===== config.mk =====
export PLATFORM = sky130hd
export DESIGN_NAME = peak_meter_flat
export DESIGN_NICKNAME = d
export VERILOG_FILES = /design/src/rtl/peak_meter_if.sv /design/src/rtl/peak_meter.sv /design/src/flat_wrapper.sv
export SDC_FILE = /design/constraint.sdc
export NUM_CORES = 1
export LEC_CHECK = 0
export CORE_MARGIN = 2
export CORE_UTILIZATION = 48
export CTS_BUF_LIST = sky130_fd_sc_hd__clkbuf_16
export CTS_CLUSTER_SIZE = 28
export DETAILED_ROUTE_END_ITERATION = 8
export PLACE_DENSITY = 0.77
export SLEW_MARGIN = 20
export SYNTH_ARGS = -nofsm -noshare
export SYNTH_HDL_FRONTEND = slang
export SYNTH_SLANG_ARGS = --single-unit

===== constraint.sdc =====
create_clock -name csi_clk -period 2.95 [get_ports csi_clk]
set_clock_uncertainty 0.05 [all_clocks]
set_input_delay 0.4425 -clock csi_clk [delete_from_list [all_inputs] [get_ports csi_clk]]
set_output_delay 0.4425 -clock csi_clk [all_outputs]
set_load 0.05 [all_outputs]

===== src/rtl/peak_meter_if.sv =====
// Bus bundle for peak_meter: Avalon-MM control slave plus Avalon-ST sink/source pass-through.
// The master modport is the side that drives the register bus and the sample stream.
interface peak_meter_if #(
    parameter int A_WDT = 16
);
    logic [1:0]              avs_address;
    logic                    avs_write;
    logic [31:0]             avs_writedata;
    logic                    avs_read;
    logic [31:0]             avs_readdata;
    logic                    asi_valid;
    logic signed [A_WDT-1:0] asi_data;
    logic                    aso_valid;
    logic signed [A_WDT-1:0] aso_data;

    modport master (
        output avs_address, avs_write, avs_writedata, avs_read,
        input  avs_readdata,
        output asi_valid, asi_data,
        input  aso_valid, aso_data
    );

    modport slave (
        input  avs_address, avs_write, avs_writedata, avs_read,
        output avs_readdata,
        input  asi_valid, asi_data,
        output aso_valid, aso_data
    );
endinterface


===== src/rtl/peak_meter.sv =====
// Windowed peak-magnitude meter on an Avalon-ST stream, with an Avalon-MM register map.
// Optional clip counter at address 3 is built only when PEAK_METER_CLIP_CNT_EN is defined.
module peak_meter #(
    parameter int A_WDT   = 16,
    parameter int WIN_WDT = 16
) (
    input  logic          csi_clk,
    input  logic          rsi_reset_n,
    peak_meter_if.slave   bus
);
    localparam int M_WDT = A_WDT - 1;
    localparam logic [M_WDT-1:0]         MAG_MAX = '1;
    localparam logic signed [A_WDT-1:0]  S_MIN   = {1'b1, {(A_WDT-1){1'b0}}};
    localparam logic signed [A_WDT-1:0]  S_MAX   = {1'b0, {(A_WDT-1){1'b1}}};
    localparam logic [WIN_WDT-1:0]       WIN_ONE = 1;
    localparam logic [1:0] ADDR_WINDOW  = 2'd0;
    localparam logic [1:0] ADDR_PEAK    = 2'd1;
    localparam logic [1:0] ADDR_STATUS  = 2'd2;
    localparam logic [1:0] ADDR_CLIPCNT = 2'd3;

    logic                    aso_valid_reg;
    logic signed [A_WDT-1:0] aso_data_reg;
    logic [WIN_WDT-1:0]      window_reg;
    logic [WIN_WDT-1:0]      cnt_reg;
    logic [M_WDT-1:0]        acc_reg;
    logic [M_WDT-1:0]        peak_reg;
    logic                    flag_reg;
    logic [31:0]             readdata_reg;

    logic signed [A_WDT-1:0] neg_data;
    logic [M_WDT-1:0]        mag;
    logic [M_WDT-1:0]        peak_cand;
    logic                    win_wr;
    logic                    peak_rd;
    logic                    sample_en;
    logic                    win_end;
    logic [31:0]             rd_mux;
    logic                    unused_wdata;

    assign neg_data = -bus.asi_data;

    // The most negative sample has no positive twin, so it saturates to full scale.
    always_comb begin
        mag = bus.asi_data[M_WDT-1:0];
        if (bus.asi_data == S_MIN) begin
            mag = MAG_MAX;
        end else if (bus.asi_data[A_WDT-1]) begin
            mag = neg_data[M_WDT-1:0];
        end
    end

    assign peak_cand = (mag > acc_reg) ? mag : acc_reg;
    assign win_wr    = bus.avs_write && (bus.avs_address == ADDR_WINDOW);
    assign peak_rd   = bus.avs_read  && (bus.avs_address == ADDR_PEAK);
    assign sample_en = bus.asi_valid && (window_reg != '0) && !win_wr;
    assign win_end   = sample_en && (cnt_reg == window_reg - WIN_ONE);

    assign unused_wdata = ^(bus.avs_writedata >> WIN_WDT);

    always_ff @(posedge csi_clk or negedge rsi_reset_n) begin
        if (!rsi_reset_n) begin
            aso_valid_reg <= 1'b0;
            aso_data_reg  <= '0;
        end else begin
            aso_valid_reg <= bus.asi_valid;
            aso_data_reg  <= bus.asi_data;
        end
    end

    // A WINDOW write restarts the window and swallows any sample arriving with it.
    always_ff @(posedge csi_clk or negedge rsi_reset_n) begin
        if (!rsi_reset_n) begin
            window_reg <= '0;
            cnt_reg    <= '0;
            acc_reg    <= '0;
            peak_reg   <= '0;
        end else if (win_wr) begin
            window_reg <= bus.avs_writedata[WIN_WDT-1:0];
            cnt_reg    <= '0;
            acc_reg    <= '0;
        end else if (win_end) begin
            peak_reg   <= peak_cand;
            cnt_reg    <= '0;
            acc_reg    <= '0;
        end else if (sample_en) begin
            cnt_reg    <= cnt_reg + WIN_ONE;
            acc_reg    <= peak_cand;
        end
    end

    // Window end wins over the clearing read so a fresh peak is never lost.
    always_ff @(posedge csi_clk or negedge rsi_reset_n) begin
        if (!rsi_reset_n) begin
            flag_reg <= 1'b0;
        end else if (win_end) begin
            flag_reg <= 1'b1;
        end else if (peak_rd) begin
            flag_reg <= 1'b0;
        end
    end

`ifdef PEAK_METER_CLIP_CNT_EN
    logic [31:0] clip_cnt_reg;
    logic        clip_hit;
    logic        clip_clr;

    assign clip_hit = bus.asi_valid && ((bus.asi_data == S_MAX) || (bus.asi_data == S_MIN));
    assign clip_clr = bus.avs_write && (bus.avs_address == ADDR_CLIPCNT);

    always_ff @(posedge csi_clk or negedge rsi_reset_n) begin
        if (!rsi_reset_n) begin
            clip_cnt_reg <= '0;
        end else if (clip_clr) begin
            clip_cnt_reg <= '0;
        end else if (clip_hit && (clip_cnt_reg != '1)) begin
            clip_cnt_reg <= clip_cnt_reg + 32'd1;
        end
    end
`endif

    always_comb begin
        rd_mux = '0;
        case (bus.avs_address)
            ADDR_WINDOW:  rd_mux = 32'(window_reg);
            ADDR_PEAK:    rd_mux = 32'(peak_reg);
            ADDR_STATUS:  rd_mux = {31'd0, flag_reg};
`ifdef PEAK_METER_CLIP_CNT_EN
            ADDR_CLIPCNT: rd_mux = clip_cnt_reg;
`else
            ADDR_CLIPCNT: rd_mux = '0;
`endif
            default:      rd_mux = '0;
        endcase
    end

    always_ff @(posedge csi_clk or negedge rsi_reset_n) begin
        if (!rsi_reset_n) begin
            readdata_reg <= '0;
        end else if (bus.avs_read) begin
            readdata_reg <= rd_mux;
        end
    end

    assign bus.aso_valid    = aso_valid_reg;
    assign bus.aso_data     = aso_data_reg;
    assign bus.avs_readdata = readdata_reg;
endmodule


===== src/flat_wrapper.sv =====
// flat-port wrapper written by rule: the top's interface ports become plain ports
module peak_meter_flat 
#(
    parameter int A_WDT   = 16,
    parameter int WIN_WDT = 16
)
  (csi_clk, rsi_reset_n, bus_avs_address, bus_avs_write, bus_avs_writedata, bus_avs_read, bus_avs_readdata, bus_asi_valid, bus_asi_data, bus_aso_valid, bus_aso_data);
  peak_meter_if #(.A_WDT(A_WDT)) bus_i ();
  input  logic csi_clk;
  input  logic rsi_reset_n;
  input wire logic [$bits(bus_i.avs_address)-1:0] bus_avs_address;
  input wire logic [$bits(bus_i.avs_write)-1:0] bus_avs_write;
  input wire logic [$bits(bus_i.avs_writedata)-1:0] bus_avs_writedata;
  input wire logic [$bits(bus_i.avs_read)-1:0] bus_avs_read;
  output wire logic [$bits(bus_i.avs_readdata)-1:0] bus_avs_readdata;
  input wire logic [$bits(bus_i.asi_valid)-1:0] bus_asi_valid;
  input wire logic [$bits(bus_i.asi_data)-1:0] bus_asi_data;
  output wire logic [$bits(bus_i.aso_valid)-1:0] bus_aso_valid;
  output wire logic [$bits(bus_i.aso_data)-1:0] bus_aso_data;
  assign bus_i.avs_address = bus_avs_address;
  assign bus_i.avs_write = bus_avs_write;
  assign bus_i.avs_writedata = bus_avs_writedata;
  assign bus_i.avs_read = bus_avs_read;
  assign bus_avs_readdata = bus_i.avs_readdata;
  assign bus_i.asi_valid = bus_asi_valid;
  assign bus_i.asi_data = bus_asi_data;
  assign bus_aso_valid = bus_i.aso_valid;
  assign bus_aso_data = bus_i.aso_data;
  peak_meter #(.A_WDT(A_WDT), .WIN_WDT(WIN_WDT)) u_core (.csi_clk(csi_clk), .rsi_reset_n(rsi_reset_n), .bus(bus_i));
endmodule

==> flow_summary.yaml, run 1 <==
synth:
  ys.flop_type: "dfrtp_1"
  synth_cell_types: 68
  ys_ff_latch: 96
  seq_area_frac_synth: 0.426
  yosys_warnings: 0
  synth-edff-count: 0
  syn_avg_cell_area_um2: 9.96
  async_reset_ff_frac: 1.00
  syn-instance-count: 566
  syn_area_mm2: 0.00564
place:
  place_ws_ps: -1520
  place.gp.congestion: 0.958
  io_buffers: 71
  hpwl_um: 11800
  placedInstanceArea_mm2: 0.00713
setup_path:
  rr_worst_depth: 10
  cp-end-kind: "flip-flop"
  r2r_end: "u_core.peak_reg[0]$_DFFE_PN0P_"
  required_ps: 3140
  cpMostUsedCell: "buf_6"
  r2r-start: "u_core.window_reg[0]$_DFFE_PN0P_"
  crit_family: "simple AND/OR/NAND/NOR gates"
  slowest_stage: "or4_4"
  rrSetupSlack_ps: -100
  start_kind: "input pin"
  cp_cell_sequence: "buf_6 > or4_4 > or3_4 > buf_6 > o311ai_0 > o21a_1 > ha_1 > and4_1 > a221oi_4 > a22oi_2 > buf_4 > buf_8 > nand2_4 > o21ai_4 > mux2_4"
  max_stage_delay_ps: 530
  worst-setup-path-type: "input pin to flip-flop"
  cp_max_fo: 8
  critPathArrivalTime_ps: 3980
  cp.buffers_inverters: 4
hold_path:
  hp-class: "input pin to flip-flop"
  hold_depth: 2
  hp-start: "bus_asi_data[8]"
  hold_end: "u_core.bus.aso_data[8]$_DFF_PN0_"
detailed_routing:
  ant_nets: 0
  drt-total-wl_um: 18100
  drcViolationCount: 0
  post_drt_wl_per_cell_um: 20.2
  dr.pass1.iters: 6
  via_per_inst: 5.96
  drt_iter0_drc: 604
  vias: 5368
floorplanning:
  initial_core_util: 0.494
  fp-row-count: 39
  ioPinCount: 104
  core_mm2: 0.0114
  dieArea_mm2: 0.0126
  die_w_um: 112
  die_y_um: 112
timing:
  max_freq_ghz: 0.264
  maxSlewHeadroom: 0.538
  worstMarginPinSlew_ps: 690
  final_hold_viol_count: 0
  worst_slack_ps: -842
  setup_violations: 30
  fin_crit_sh: 1.29
  fin_crit_ps: 3790
  drv_slew: 0
  hold_ws_ps: 282
  rsz0062_at_grt: "true"
global_routing:
  top_usage_layer: "met2"
  grt_pass1_wl_um: 27500
  grt_use_total: 0.275
  grt_use_met2: 0.448
  met3_usage: 0.0572
  grt_pass1_vias: 5361
  grt_overflow: 0
  grt_antenna_before_repair: 0
  grt_max_degree: 65
  grt_use_met1: 0.359
final_layout:
  post-route-util: 0.716
  syn_to_final_growth_pct: 45.0
  regArea_mm2: 0.00240
  multi_input_area_mm2: 0.00335
  antenna_cells: 0
  fin_area_mm2: 0.00817
  final_cell_mix: "115 x buf_4, 96 x dfrtp_1, 60 x clkdlybuf4s50_1"
  final_common_cell: "buf_4"
  drive_above_1_share: 0.349
  final_nets: 826
  nFillCells: 722
clock_network:
  path_clk_slew_ps: 70
  tritoncts: "yes"
  htree_levels: 3
  cts_made_buffers: 9
  cts-root-buf: "clkbuf_16"
  clockBufferDepth: 2
  clock_sinks: 96
  worstSkewPairLatency_ps: 360
status:
  violations: "negative setup slack"
  status: "finished with violations"
power:
  peakVddDrop_mv: 0.494
  leakage_nw: 3.64
  pwr_density_cell_mw_per_mm2: 666
job:
  max_cap_violations: 0
## cell usage after synthesis, types with 16 or more instances
library cell	number	area (um2)
buf_4	18	135
dfrtp_1	96	2400
nor3_1	18	90.1
o21ai_0	19	95.1
mux2_2	22	248
inv_1	40	150
clkbuf_1	18	67.6
mux2i_1	16	160
ha_1	19	238
nor2_1	29	109
nand2_1	58	218
xor2_1	23	201
## what timing repair did
action	CTS	global route
hold buffers	1	0
gates cloned	1	0
gates resized for setup	80	54
setup endpoints to repair	46	41
buffers inserted	31	5
pin swaps	44	34
endpoints found under the hold margin	30	0
## power breakdown
group | internal (mW) | switching, mW | total (mW)
logic | 1.18 | 1.33 | 2.52
registers | 1.50 | 0.218 | 1.72
clock network | 0.667 | 0.538 | 1.20
total | 3.35 | 2.09 | 5.44
## per-layer routing
metal / part of all wire / vias up / routed length, um
met3: 0.080 / 83 / 1440
met2: 0.48 / 288 / 8720
li1: - / 2381 / -
met1: 0.40 / 2616 / 7210
met4: 0.042 / 0 / 767
met5: 0 / - / 0
## layout make-up
cell class                 count  area share
timing repair buffer         204       0.219
sequential                    96       0.294
inverter                      40      0.0184
tap                          143      0.0219
multi-input combinational    401       0.410
clock buffer                   9      0.0276
clock inverter                 7     0.00934
## metrics by stage
stage	total power [mW]	TNS, ps	instances
final	5.44	-23510	900
after global routing	5.68	-26660	900
after CTS	5.06	-23200	896
after detailed placement	3.50	-41960	848
after global placement	3.42	-38650	848
after floorplan	2.85	-24330	581
## how the worst max path moves through the flow
stage                                            endpoint  slack [ps]             start  cells after the start
final                      u_core.peak_reg[2]$_DFFE_PN0P_        -840  bus_asi_data[10]                     15
after global routing      u_core.peak_reg[13]$_DFFE_PN0P_        -930   bus_asi_data[2]                     16
after CTS                   u_core.acc_reg[6]$_DFFE_PN0P_        -820  bus_asi_data[10]                     15
after detailed placement  u_core.peak_reg[13]$_DFFE_PN0P_       -1520   bus_asi_data[7]                     14
after global placement    u_core.peak_reg[12]$_DFFE_PN0P_       -1400   bus_asi_data[7]                     14
after floorplan           u_core.peak_reg[10]$_DFFE_PN0P_        -910   bus_asi_data[7]                     16
## worst reg2reg max path, stage by stage (launching register included)
cell     delay (ps)
dfrtp_1         380
buf_4           170
or4_1           590
buf_4           170
nor3_1          170
xnor2_1         180
nor3_1          290
nand3_1         190
nor3_4          190
buf_12          210
mux2_2          350
## cells by family after synthesis
logic type | count (synthesis) | synth area share
other | 1 | 0.000665
XOR/XNOR | 33 | 0.0513
buffers and inverters | 84 | 0.0737
adder cells (fa/ha/maj) | 19 | 0.0422
flip-flops | 96 | 0.426
AND/OR/NAND/NOR | 177 | 0.166
multiplexers | 47 | 0.0963
AO/OA/AOI/OAI | 109 | 0.143
No activity file was read; power rests on OpenSTA's default activity.
==> inputs of run 2 (changes only) <==
--- a/config.mk
+++ b/config.mk
@@ -10,6 +10,7 @@
 export CTS_BUF_LIST = sky130_fd_sc_hd__clkbuf_16
 export CTS_CLUSTER_SIZE = 28
 export DETAILED_ROUTE_END_ITERATION = 8
+export HOLD_SLACK_MARGIN = 0.12
 export PLACE_DENSITY = 0.77
 export SLEW_MARGIN = 20
 export SYNTH_ARGS = -nofsm -noshare
==> results of run 2 <==
Same layout as run 1: the final DEF is identical, and so are final timing and power.
